`src/rtl/reg_alu_seq.sv`:
```
// reg_alu_seq: command sequencer for the shared register-file/ALU datapath.
// Each accepted command runs RUN/GAP pairs cmd_rep+1 times (RUN writes,
// GAP lets the written value settle before the next read), optionally
// ending early after an iteration that overflowed, then pulses done.
module reg_alu_seq (
   input  logic       clk,
   input  logic       rst,
   input  logic       cmd_valid,
   output logic       cmd_ready,
   input  logic [3:0] cmd_op,
   input  logic [4:0] cmd_ra,
   input  logic [4:0] cmd_rb,
   input  logic [4:0] cmd_rd,
   input  logic [3:0] cmd_rep,
   input  logic       cmd_stop_of,
   output logic [4:0] reg_r_addr_a,
   output logic [4:0] reg_r_addr_b,
   output logic [4:0] reg_w_addr,
   output logic       reg_we,
   output logic [3:0] alu_op,
   input  logic       alu_zf,
   input  logic       alu_of,
   output logic       busy,
   output logic       done,
   output logic       zf_q,
   output logic       of_q,
   output logic       aborted,
   output logic [4:0] iter_cnt
);

   typedef enum logic [1:0] {IDLE, RUN, GAP, DONE} state_t;

   state_t     state;
   state_t     state_nxt;
   logic [3:0] op_q;
   logic [4:0] ra_q;
   logic [4:0] rb_q;
   logic [4:0] rd_q;
   logic [3:0] rem;
   logic       stop_of_q;
   logic       accept;
   logic       last_iter;
   logic       abort_now;

   assign accept    = cmd_valid & cmd_ready;
   assign last_iter = (rem == 4'd0);
   assign abort_now = ~last_iter & stop_of_q & of_q;

   // Handshake and datapath control; reset masks anything that could write or signal.
   assign cmd_ready    = (state == IDLE) & ~rst;
   assign reg_we       = (state == RUN) & ~rst;
   assign done         = (state == DONE) & ~rst;
   assign busy         = (state != IDLE);
   assign reg_r_addr_a = ra_q;
   assign reg_r_addr_b = rb_q;
   assign reg_w_addr   = rd_q;
   assign alu_op       = op_q;

   // State register; reset wins over a simultaneous accept.
   always_ff @(posedge clk) begin
      if (rst) state <= IDLE;
      else     state <= state_nxt;
   end

   // Next-state logic: one RUN, then one GAP per iteration.
   always_comb begin
      state_nxt = state;
      case (state)
         IDLE:    if (cmd_valid) state_nxt = RUN;
         RUN:     state_nxt = GAP;
         GAP:     if (last_iter || abort_now) state_nxt = DONE;
                  else                        state_nxt = RUN;
         DONE:    state_nxt = IDLE;
         default: state_nxt = IDLE;
      endcase
   end

   // Command latch, iteration bookkeeping and flag capture.
   always_ff @(posedge clk) begin
      if (rst) begin
         op_q      <= 4'd0;
         ra_q      <= 5'd0;
         rb_q      <= 5'd0;
         rd_q      <= 5'd0;
         rem       <= 4'd0;
         stop_of_q <= 1'b0;
         zf_q      <= 1'b0;
         of_q      <= 1'b0;
         aborted   <= 1'b0;
         iter_cnt  <= 5'd0;
      end else begin
         if (accept) begin
            op_q      <= cmd_op;
            ra_q      <= cmd_ra;
            rb_q      <= cmd_rb;
            rd_q      <= cmd_rd;
            rem       <= cmd_rep;
            stop_of_q <= cmd_stop_of;
            zf_q      <= 1'b0;
            of_q      <= 1'b0;
            aborted   <= 1'b0;
            iter_cnt  <= 5'd0;
         end
         if (state == RUN) begin
            zf_q     <= alu_zf;
            of_q     <= alu_of;
            iter_cnt <= iter_cnt + 5'd1;
         end
         if (state == GAP) begin
            if (abort_now)       aborted <= 1'b1;
            else if (!last_iter) rem     <= rem - 4'd1;
         end
      end
   end

endmodule

```
`config.mk`:
```
export PLATFORM = sky130hd
export DESIGN_NAME = reg_alu_seq
export DESIGN_NICKNAME = d
export VERILOG_FILES = /design/src/rtl/reg_alu_seq.sv
export SDC_FILE = /design/constraint.sdc
export NUM_CORES = 1
export LEC_CHECK = 0
export CELL_PAD_IN_SITES_DETAIL_PLACEMENT = 2
export CELL_PAD_IN_SITES_GLOBAL_PLACEMENT = 2
export CORE_MARGIN = 4
export CORE_UTILIZATION = 23
export CTS_CLUSTER_SIZE = 25
export DETAILED_ROUTE_END_ITERATION = 16
export GPL_ROUTABILITY_DRIVEN = 0
export PLACE_DENSITY = 0.73
export SLEW_MARGIN = 20
export SYNTH_ARGS = -nofsm -noshare
export SYNTH_HDL_FRONTEND = slang
export SYNTH_SLANG_ARGS = --single-unit
export TNS_END_PERCENT = 5
```
`constraint.sdc`:
```
create_clock -name clk -period 1.95 [get_ports clk]
set_input_delay 0.195 -clock clk [delete_from_list [all_inputs] [get_ports clk]]
set_output_delay 0.195 -clock clk [all_outputs]
set_load 0.01 [all_outputs]
```
Word level (Yosys, flattened, before mapping)
Cells that the tools add are included.

word-level totals
  flip-flop bits (word level) = 34
  input port bits = 29
  output and inout port bits = 31
  word-level logic and storage cells = 45

cells by class
  add/sub/neg operators = 2
  eq/ne operators = 4
  muxes and demuxes = 15
  bitwise gates (word level) = 8
  reduce and logical (&&, ||, !) cells = 5

operator list
  cell                   count
  $mux W4                4
  $mux W5                2
  $pmux W2 S4            1
  $and A1 B1 Y1          6
  $mux W1                6
  $add A5 B1 Y5 const B  1
  $eq A2 B2 Y1 const B   2
  $logic_not A4 Y1       1
  $mux W2                2
  $reduce_bool A2 Y1     2
  $sub A4 B1 Y4 const B  1
  $eq A2 B1 Y1 const B   1
  $logic_not A2 Y1       1
  $ne A2 B2 Y1 const B   1
  $not A1 Y1             2
  $logic_or A1 B1 Y1     1

Logic depth before layout (Yosys ltp)
  depth in word-level cells = 7
  gate-level depth with buffers = 5
  mapped depth without buffers = 5

Worst setup path after synthesis
No wires, ideal clock.

  kind = register to register
  start = register rem[0]
  end = register rem[3]
  setup time = 0.075 ns
  arrival = 1.386 ns
  data required time = 1.875 ns
  setup slack = 0.490 ns
  stages on the path, launching flop included = 6
  path buffers = 0
  period minus slack after synthesis = 1.460 ns
  path through = dfxtp_1 inv_1 ha_1 nor3b_2 or4_1 o22ai_1

between the ends
  cells in the longest elaborated chain, start to end = 6
  elaborated cells on any way between the ends = 8
  classes of those cells = 1 x add/sub; 3 x mux; 3 x bitwise; 1 x reduce/logical

ends and longest elaborated chain
  element                                                line  source
  start: declaration                                     39    logic [3:0] rem;
  start signal: assignment                               97    rem <= cmd_rep;
  start signal: assignment                               111   else if (!last_iter) rem <= rem - 4'd1;
  branches (longest 4 deep; another with $sub A4 B1 Y4)  -
  $mux W4 *                                              110   if (abort_now) aborted <= 1'b1;
  $mux W4 *                                              109   if (state == GAP) begin

Every way passes the cells marked *.
A chain may end at the register's enable or synchronous reset.

Final worst setup path
  start = register state[0]
  end = output port cmd_ready

between the ends
  cells in the longest elaborated chain, start to end = 2

ends and longest elaborated chain
  element                   line  source
  start: declaration        33    state_t state;
  start signal: assignment  62    else state <= state_nxt;
  $logic_not A2 Y1          50    assign cmd_ready = (state == IDLE) & ~rst;
  $and A1 B1 Y1             50
  end: declaration          9     output logic cmd_ready,

Every way passes these cells.

==> impl_results.md <==
* Status: finished clean
* Worst hold slack at around 0.46 ns
* Critical Path Fanout Max at 7
* CTS clk-pin slew, worst paths at approximately 0.070 ns
* Pwr Total at about 1.7 mW
* Wire per inst at 14.7 microns
* CTS tree: done
* Rel. slew slack at about two thirds
* Clock buffer count from CTS at 5
* Switching power total at 459 uW
* DR vias at roughly 1400
* Gate Count Post-Synth at approximately 170
* Postcts setup bufs at 0
* Pwr Density at about 750 nW/um^2
* Vias in the first global route at between 1500 and 2000
* Non-filler cells, final at ~310
* Gr usage total at around an eighth
* Top-count cell post-synth: nand2_1
* Initial DRC Count at 28
* N_diodes at 0
* Top FF cell, synth: dfxtp_1
* DP Wirelength at around 3.3 mm
* Final core occ at a little under two fifths
* Fmax at around 540 MHz
* Syn_area_per_cell at 8.48 sq um
* Critical Path AT at between 1.5 and 2 ns
* Top post-synthesis cells by area: dfxtp_1, nand2_1, a21oi_1, mux2i_1, nor2_1
* Static Leak at 0.825 nW
* Final setup skew at ~0.0024 ns
* Yosys reg bits at 34
* Period utilization at 94.5%
* GR Overflow Total at 0
* Synthesized cell area at between 1000 and 1500 sq um
* Internal power at 1.21 mW
* Fin Setup TNS at 0 ns
* Commonest cells post-synth: nand2_1, dfxtp_1, a21oi_1, nor2_1, buf_2
* Post-synthesis sequential area ratio at a little under half
* Fill count at roughly 710
* Vias per cell at 4.65
* Maximum VDD drop at ~0.26 mV
* Area Overhead vs Synth at 51.5%
* Worst-Skew Late Latency at ~0.29 ns
* Layout Nets at roughly 260
* Synth warn at 0
* Final Slew Violations at 0
* Critical Path RT at approximately 1.8 ns
* Antenna violations before repair at 0
* Finish-stage setup viols at 0
* Startpoint types: register
* Clock Path Buffers at 2
* Starting Density at approximately a quarter
* First drt pass iteration count at 2
* Layout cells sized above 1 at approximately 9.0%
* Fin. Hold Viols at 0
* Synth area leader: dfxtp_1
* Yosys top cell area share at roughly 46%
* DIE AREA at between 7000 and 8000 sq um
* Seq pwr share at 46.5%
* Clk sinks at 34
* Count of input and output buffers at 59
* Die W at between 80 and 90 microns
* Site row count at 28
* Switching portion of total power at 27.5%
* Combinational Power Share at between 20% and 30%
* Die H at between 80 and 90 microns
* Post-Syn Nets at between 200 and 250
* WL final at about 4.6 mm
* Largest net degree at the start of global routing at 29
* DRC viols at 0
* Setup CP Type: reg -> out
* RSZ-0062 raised after global routing: no
* Root Buffer: clkbuf_8
* H-tree depth at 2
* Post-synth EDFFs at 0
* Max Cap Viol at 0
* # IOs at 60
* Clk network pwr share at 33.1%
* Final min period at approximately 1.8 ns
* Crit path capture type: output pin
* Worst Tran Pin Value at ~0.5 ns
* Yosys cell types at 38
* Worst min-delay path class: in -> reg
* Routed Antenna Nets at 0
* Ys async rst share at 0%
* Placed insts at around 300
* Core outline area at 6060 sq um
* First-pass GRT wire length at between 7 and 8 mm
-- repair_timing --
item	4_1_cts	5_1_grt
hold buffers	0	0
gates resized for setup	0	1
endpoints found under the setup margin	0	1
-- logic make-up after synthesis --
kind of cell               share of synthesized area (%)
and+or+nand+nor                                     26.1
AOI/OAI and AO/OA                                   17.0
DFF                                                 46.4
buffers and inverters                               5.54
muxes                                               2.05
xor gates and xnor gates                            1.19
adders and majority gates                           1.70
-- final cells by class --
class | count | area, sq um | share of cell area (%)
multi-input cells | 123 | 706 | 31.7
flip-flops and latches | 34 | 682 | 30.7
repair buffers | 65 | 636 | 28.6
well taps | 75 | 93.8 | 4.22
clock buffers | 7 | 86.3 | 3.88
inverters | 4 | 15.0 | 0.675
clock inverters | 1 | 5.00 | 0.225
-- metrics by stage --
step | worst slack, ns | area (sq um)
floorplan | 0.490 | 1470
global placement | 0.252 | 2130
detailed placement | 0.254 | 2130
CTS | 0.0176 | 2220
global route | 0.00665 | 2220
finish | 0.106 | 2220
-- state kept, by name, summed over array words and instances (netlist names), 2 cells and up --
name / flops
alu_op: 4
rem: 4
iter_cnt: 5
state: 2
reg_r_addr_b: 5
reg_r_addr_a: 5
reg_w_addr: 5
-- final timing paths --
| kind | cells after the start | start | slack (ns) | endpoint |
|---|---|---|---|---|
| min | 3 | cmd_rd[0] | 0.46 | reg_w_addr[0]$_SDFFE_PP0P_ |
| max | 3 | state[0]$_SDFFE_PP0P_ | 0.11 | cmd_ready |
| min reg2reg | 2 | reg_r_addr_a[3]$_SDFFE_PP0P_ | 0.46 | reg_r_addr_a[3]$_SDFFE_PP0P_ |
| max reg2reg | 5 | rem[0]$_SDFF_PP0_ | 0.37 | rem[3]$_SDFF_PP0_ |
-- layer usage --
metal	up-vias	global-route usage (%)	part of all wire, %
li1	706	-	-
met1	688	14.4	42
met2	36	22.3	52
met3	7	3.57	5.6
met4	0	4.18	1.1
met5	-	0	0
-- worst max-delay path, stage by stage (launching register included) --
cell             delay (ns)
dfxtp_1                0.40
or2_2                  0.34
nor2_1                 0.09
clkdlybuf4s50_1        0.54
-- power groups by stage --
stage / registers (mW) / clock network, mW / logic (mW)
floorplan: 0.792 / 0 / 0.161
global placement: 0.788 / 0 / 0.339
detailed placement: 0.790 / 0 / 0.347
CTS: 0.775 / 0.574 / 0.349
global route: 0.782 / 0.607 / 0.378
finish: 0.774 / 0.551 / 0.340
-- cells in the final DEF (no fill, tap or decap), drive strengths merged, types with 3 or more instances in the layout --
master / synthesis / layout
a21oi: 25 / 25
a22oi: 3 / 3
buf: 8 / 6
clkbuf: 4 / 7
clkdlybuf4s50: 0 / 59
dfxtp: 34 / 34
inv: 4 / 4
mux2i: 3 / 3
nand2: 47 / 47
nor2: 8 / 8
nor3b: 3 / 3
or3: 3 / 3
Power figures use the tool's default switching activity.
